--- src/rtl/mc_control_unit.sv ---
// Multicycle MIPS control unit: Moore main FSM plus combinational ALU decoder.
// Drives every mux select and write enable of the multicycle datapath.
module mc_control_unit #(
    parameter int unsigned ADDI_EN = 1,
    parameter int unsigned J_EN    = 1
) (
    input  logic       clk,
    input  logic       reset_n,
    input  logic [5:0] op,
    input  logic [5:0] funct,
    input  logic       zero,
    output logic       i_or_d,
    output logic       mem_write,
    output logic       ir_write,
    output logic       reg_dst,
    output logic       mem_to_reg,
    output logic       reg_write,
    output logic       alu_src_a,
    output logic [1:0] alu_src_b,
    output logic [2:0] alu_control,
    output logic [1:0] pc_src,
    output logic       pc_en,
    output logic       illegal,
    output logic [3:0] state
);

    localparam logic [3:0] StFetch   = 4'd0;
    localparam logic [3:0] StDecode  = 4'd1;
    localparam logic [3:0] StMemAdr  = 4'd2;
    localparam logic [3:0] StMemRd   = 4'd3;
    localparam logic [3:0] StMemWb   = 4'd4;
    localparam logic [3:0] StMemWr   = 4'd5;
    localparam logic [3:0] StRtypeEx = 4'd6;
    localparam logic [3:0] StRtypeWb = 4'd7;
    localparam logic [3:0] StBeqEx   = 4'd8;
    localparam logic [3:0] StAddiEx  = 4'd9;
    localparam logic [3:0] StAddiWb  = 4'd10;
    localparam logic [3:0] StJEx     = 4'd11;

    localparam logic [5:0] OpRtype = 6'b000000;
    localparam logic [5:0] OpLw    = 6'b100011;
    localparam logic [5:0] OpSw    = 6'b101011;
    localparam logic [5:0] OpBeq   = 6'b000100;
    localparam logic [5:0] OpAddi  = 6'b001000;
    localparam logic [5:0] OpJ     = 6'b000010;

    logic [3:0] state_q, state_d;
    logic       op_mem, op_rtype, op_beq, op_addi, op_j, op_legal;
    logic       pc_write, branch;
    logic [1:0] alu_op;
    logic       mem_write_raw, ir_write_raw, reg_write_raw, illegal_raw;

    assign op_mem   = (op == OpLw) || (op == OpSw);
    assign op_rtype = (op == OpRtype);
    assign op_beq   = (op == OpBeq);
    assign op_addi  = (ADDI_EN != 0) && (op == OpAddi);
    assign op_j     = (J_EN != 0) && (op == OpJ);
    assign op_legal = op_mem || op_rtype || op_beq || op_addi || op_j;

    always_ff @(posedge clk or negedge reset_n) begin
        if (!reset_n) begin
            state_q <= StFetch;
        end else begin
            state_q <= state_d;
        end
    end

    // Codes 12-15 fall into the default arm and recover to FETCH.
    always_comb begin
        state_d = StFetch;
        case (state_q)
            StFetch:  state_d = StDecode;
            StDecode: begin
                if (op_mem)        state_d = StMemAdr;
                else if (op_rtype) state_d = StRtypeEx;
                else if (op_beq)   state_d = StBeqEx;
                else if (op_addi)  state_d = StAddiEx;
                else if (op_j)     state_d = StJEx;
                else               state_d = StFetch;
            end
            StMemAdr:  state_d = (op == OpLw) ? StMemRd : StMemWr;
            StMemRd:   state_d = StMemWb;
            StRtypeEx: state_d = StRtypeWb;
            StAddiEx:  state_d = StAddiWb;
            default:   state_d = StFetch;
        endcase
    end

    always_comb begin
        i_or_d        = 1'b0;
        mem_write_raw = 1'b0;
        ir_write_raw  = 1'b0;
        reg_dst       = 1'b0;
        mem_to_reg    = 1'b0;
        reg_write_raw = 1'b0;
        alu_src_a     = 1'b0;
        alu_src_b     = 2'b00;
        alu_op        = 2'b00;
        pc_src        = 2'b00;
        pc_write      = 1'b0;
        branch        = 1'b0;
        illegal_raw   = 1'b0;
        case (state_q)
            StFetch: begin
                ir_write_raw = 1'b1;
                pc_write     = 1'b1;
                alu_src_b    = 2'b01;
            end
            StDecode: begin
                alu_src_b   = 2'b11;
                illegal_raw = !op_legal;
            end
            StMemAdr, StAddiEx: begin
                alu_src_a = 1'b1;
                alu_src_b = 2'b10;
            end
            StMemRd: i_or_d = 1'b1;
            StMemWb: begin
                reg_write_raw = 1'b1;
                mem_to_reg    = 1'b1;
            end
            StMemWr: begin
                i_or_d        = 1'b1;
                mem_write_raw = 1'b1;
            end
            StRtypeEx: begin
                alu_src_a = 1'b1;
                alu_op    = 2'b10;
            end
            StRtypeWb: begin
                reg_write_raw = 1'b1;
                reg_dst       = 1'b1;
            end
            StBeqEx: begin
                alu_src_a = 1'b1;
                alu_op    = 2'b01;
                branch    = 1'b1;
                pc_src    = 2'b01;
            end
            StAddiWb: reg_write_raw = 1'b1;
            StJEx: begin
                pc_write = 1'b1;
                pc_src   = 2'b10;
            end
            default: ;
        endcase
    end

    always_comb begin
        alu_control = 3'b010;
        case (alu_op)
            2'b00: alu_control = 3'b010;
            2'b01: alu_control = 3'b110;
            default: begin
                case (funct)
                    6'b100000: alu_control = 3'b010;
                    6'b100010: alu_control = 3'b110;
                    6'b100100: alu_control = 3'b000;
                    6'b100101: alu_control = 3'b001;
                    6'b101010: alu_control = 3'b111;
                    default:   alu_control = 3'b010;
                endcase
            end
        endcase
    end

    // Enables are masked by reset so nothing fires while reset is held.
    assign mem_write = mem_write_raw & reset_n;
    assign ir_write  = ir_write_raw & reset_n;
    assign reg_write = reg_write_raw & reset_n;
    assign illegal   = illegal_raw & reset_n;
    assign pc_en     = (pc_write | (branch & zero)) & reset_n;
    assign state     = state_q;

endmodule

--- config.mk ---
export PLATFORM = sky130hd
export DESIGN_NAME = mc_control_unit
export DESIGN_NICKNAME = d
export VERILOG_FILES = /design/src/rtl/mc_control_unit.sv
export SDC_FILE = /design/constraint.sdc
export NUM_CORES = 1
export LEC_CHECK = 0
export ABC_AREA = 0
export CORE_MARGIN = 2
export CORE_UTILIZATION = 35
export DETAILED_ROUTE_END_ITERATION = 8
export GPL_ROUTABILITY_DRIVEN = 0
export GPL_TIMING_DRIVEN = 0
export PLACE_DENSITY_LB_ADDON = 0.08
export SLEW_MARGIN = 40
export SYNTH_ARGS = -nofsm -noshare
export SYNTH_HDL_FRONTEND = slang
export SYNTH_SLANG_ARGS = --single-unit
--- constraint.sdc ---
create_clock -name clk -period 2.1 [get_ports clk]
set_input_delay 0.42 -clock clk [delete_from_list [all_inputs] [get_ports clk]]
set_output_delay 0.42 -clock clk [all_outputs]
set_load 0.02 [all_outputs]
# Word-level counts from Yosys, hierarchy flattened
# Cells that the tools add are included.
[classes] n_reduce_logical=14 bitwise=7 n_eq_ne=21 muxes=22
[ops] op="$eq 6x6->1 const B" count=6
[ops] op="$pmux 4 s6" count=1
[ops] op="$mux 4" count=5
[ops] op="$eq 4x3->1 const B" count=4
[ops] op="$eq 4x4->1 const B" count=4
[ops] op="$pmux 3 s4" count=1
[ops] op="$mux 1" count=10
[ops] op="$eq 4x2->1 const B" count=2
[ops] op="$pmux 2 s2" count=2
[ops] op="$and 1x1->1" count=6
[ops] op="$eq 6x2->1 const B" count=1
[ops] op="$eq 6x3->1 const B" count=1
[ops] op="$eq 6x4->1 const B" count=1
[ops] op="$logic_not 6->1" count=1
[ops] op="$pmux 2 s3" count=1
[ops] op="$pmux 3 s2" count=1
[ops] op="$reduce_or 2->1" count=3
[ops] op="$logic_or 1x1->1" count=5
[ops] op="$eq 4x1->1 const B" count=1
[ops] op="$logic_not 4->1" count=1
[ops] op="$reduce_or 4->1" count=1
[ops] op="$mux 3" count=1
[ops] op="$reduce_or 3->1" count=1
[ops] op="$eq 2x1->1 const B" count=1
[ops] op="other kinds (3)" count=3
[word_totals] register_bits=4 in_bits=15 output_inout_bits=20

# Longest topological paths before layout
[logic_depth] word_depth=9 ltp_mapped=4

# Worst setup path before layout
# Ideal clock, no wire load.
[synth_path] path_type="register to output" from="reg state_q[2], in the netlist state[2]" to="out alu_control[2]" slack_ps=-91 path_stages_with_launch=5 t_required_ps=1680 arrival_time_ps=1771 path_cell_list="dfrtp_1 buf_2 or2b_1 nor3_1 o21bai_1"
[synth_via] elab_chain_cells=4 elab_cells_between_ends=6
[synth_lines] item="start, declared" line_no="47" rtl="logic [3:0] state_q, state_d;"
[synth_lines] item="start signal, assigned" line_no="62" rtl="state_q <= StFetch;"
[synth_lines] item="start signal, assigned" line_no="64" rtl="state_q <= state_d;"
[synth_lines] item="$eq 4x4->1 or $eq 4x3->1 (tied branches)" line_no="103" rtl="case (state_q)"
[synth_lines] item="$pmux 2 s2 (*)" line_no="103"
[synth_lines] item="$eq 2x1->1 or $logic_not 2->1 (tied branches)" line_no="151" rtl="case (alu_op)"
[synth_lines] item="$pmux 3 s2 (*)" line_no="151"
[synth_lines] item="end, declared" line_no="20" rtl="output logic [2:0] alu_control,"
# Mark *: on every way between the ends. The rest lies on a longest branch, timed or not.

# Worst setup path in the final report
[layout_path] from="reg state_q[0], in the netlist state[0]" to="out alu_control[1]"
# The elaborated chain is that of the path after synthesis.

==> impl_metrics.ini <==
[outcome]
status = complete, but fails checks
violations = negative setup slack

[timing]
setup_ws_ps = -22.8
period_share_pct = 101
finalHoldViolations = 0
tightest_slew_ps = 412
setup_viol = 1
slew_headroom_pct = 72.5
clock.fmax_mhz = 471
drv_slew = 0
hold_ws_ps = 172
period_needed_ps = 2120
rsz0062_at_grt = true
skew_ps = 5.10

[power]
p_per_area_nw_per_um2 = 831
p_leak_nw = 0.439
ir_worst_vdd_uv = 496
power_uw = 797

[critical_path]
r2r_slack_ps = 790
r2r-end = state[0]
rr_worst_depth = 4
cp.required_ps = 1680
crit_fanout = 6
reg2reg_from = state[2]
worstSetupPathType = flip-flop to output pin
critPathLaunchType = flip-flop
arrival_ps = 1700
crit_path_end_kind = output pin

[min_path]
hp-class = input pin to asynchronous set/reset pin

[clock_network]
cts.sinks = 4
clk_pin_slew_ps = 40
cts_tree = yes
cts_root_buf = clkbuf_4
clkLatencyLatePin_ps = 240
htree_levels = 1
clk_path_buf_depth = 2
cts-buffers-inserted = 3
hold_buffers = 0

[synth]
synthArstFlopShare_pct = 100
ys_seq_elements = 4
synth_nets = 91
syn_inst = 76
syn_area_per_cell_um2 = 6.98
ys_warn_count = 0
synth-edff-count = 0
synthFlopType = dfrtp_1
synth.area.top_cells = dfrtp_1, nor3_1, nor2_1
yosysSeqAreaShare_pct = 18.9
synth_cell_types = 38
yosysTopAreaCellShare_pct = 18.9
synth_area_um2 = 531
synth_top_area_cell = dfrtp_1

[global_route]
grt_pass1_wl_mm = 2.93
grt_use_total_pct = 20.6
grt_max_degree = 11
grt_pass1_vias = 690
antenna_found_initial = 0
gr-total-overflow = 0

[detailed_routing]
wl_per_cell_um = 13.3
drtAntennaViolNets = 0
firstDrtPassIters = 4
initialDrtViolationCount = 8
viasPerCell = 5.58
post-route-drc-count = 0
wl_mm = 1.75
vias = 737

[placement]
hpwl_mm = 1.29
io_buffers = 32
place_inst = 124

[die]
start_util_pct = 36.5
die_area_um2 = 1840
die-width_um = 42.9
fp.dieH_um = 42.9
ios = 35
core_area_um2 = 1450
placementRows = 14

[flow_run]
cap_viol_max_count = 0

[final_layout]
stdcell_count = 132
final_common_cell = clkdlybuf4s50_1
fillCellCount = 145
area_growth_pct = 80.9
layout.nets = 133
largest_reg_flops = 4
drive_gt1_share_pct = 29.3
most-common-layout-cells = clkdlybuf4s50_1, dlygate4sd2_1, nor2_1
antenna_cells = 0
final_util_pct = 66.0
cell usage after synthesis, drive strengths merged (2+ instances only):
master and n:
nand3 2, nor2 8, o21ai 7, nor3 7, a21oi 2, nand2 6
and3 3, dfrtp 4, xor2 2, inv 3, nand2b 4, clkbuf 4
worst max-delay path: stages (launching register included):
cell      delay (ps)
dfrtp_2          430
nand2b_4         150
or4b_4           560
nand2b_1         160
buf_2            160
cells by family after synthesis:
logic type,synth area share [%]
simple gates,42.9
compound gates,27.4
buf+inv,5.89
flops,18.9
xor+xnor,4.95
per-layer routing:
layer	vias up	wire, um	track usage (%)
li1	362	-	-
met1	340	717	23.6
met2	31	908	36.7
met3	4	102	3.83
met4	0	21	9.09
met5	-	0	0
where the power goes:
part / switching [mW] / internal (mW) / total, mW
Combinational: 0.315 / 0.253 / 0.568
Clock: 0.0336 / 0.0641 / 0.0977
Sequential: 0.0315 / 0.100 / 0.132
layout make-up:
type	count	area [um^2]	share of cell area, %
well taps	16	20.0	2.09
inverters	3	11.3	1.17
plain buffers	5	25.0	2.61
multi-input cells	64	444	46.3
repair buffers	37	333	34.7
clock buffers	3	22.5	2.35
flip-flops and latches	4	104	10.8
worst max-delay path by stage:
stage,startpoint,endpoint,slack [ps],cells past startpoint
2_1_floorplan,state[2],alu_control[2],120,4
3_3_place_gp,funct[1],alu_control[0],-490,5
3_5_place_dp,funct[1],alu_control[0],-530,5
4_1_cts,state[0],alu_control[1],-5,4
5_1_grt,state[0],alu_control[1],-70,4
6_report,state[0],alu_control[1],-20,4
through the flow:
| stage | worst slack (ps) | instance area [um^2] | setup TNS [ps] |
|---|---|---|---|
| after detailed placement | -530 | 876 | -2670 |
| final | -22.8 | 960 | -22.8 |
| after global routing | -68.4 | 960 | -103 |
| after global placement | -492 | 876 | -2600 |
| after CTS | -5.44 | 923 | -10.5 |
| after floorplan | 125 | 536 | 0 |
timing repair:
item	4_1_cts	5_1_grt
endpoints found under the setup margin	16	7
setup buffers	4	1
resized for setup	40	17
cloned	0	0
pin swaps	1	2
Power figures use the tool's default switching activity.
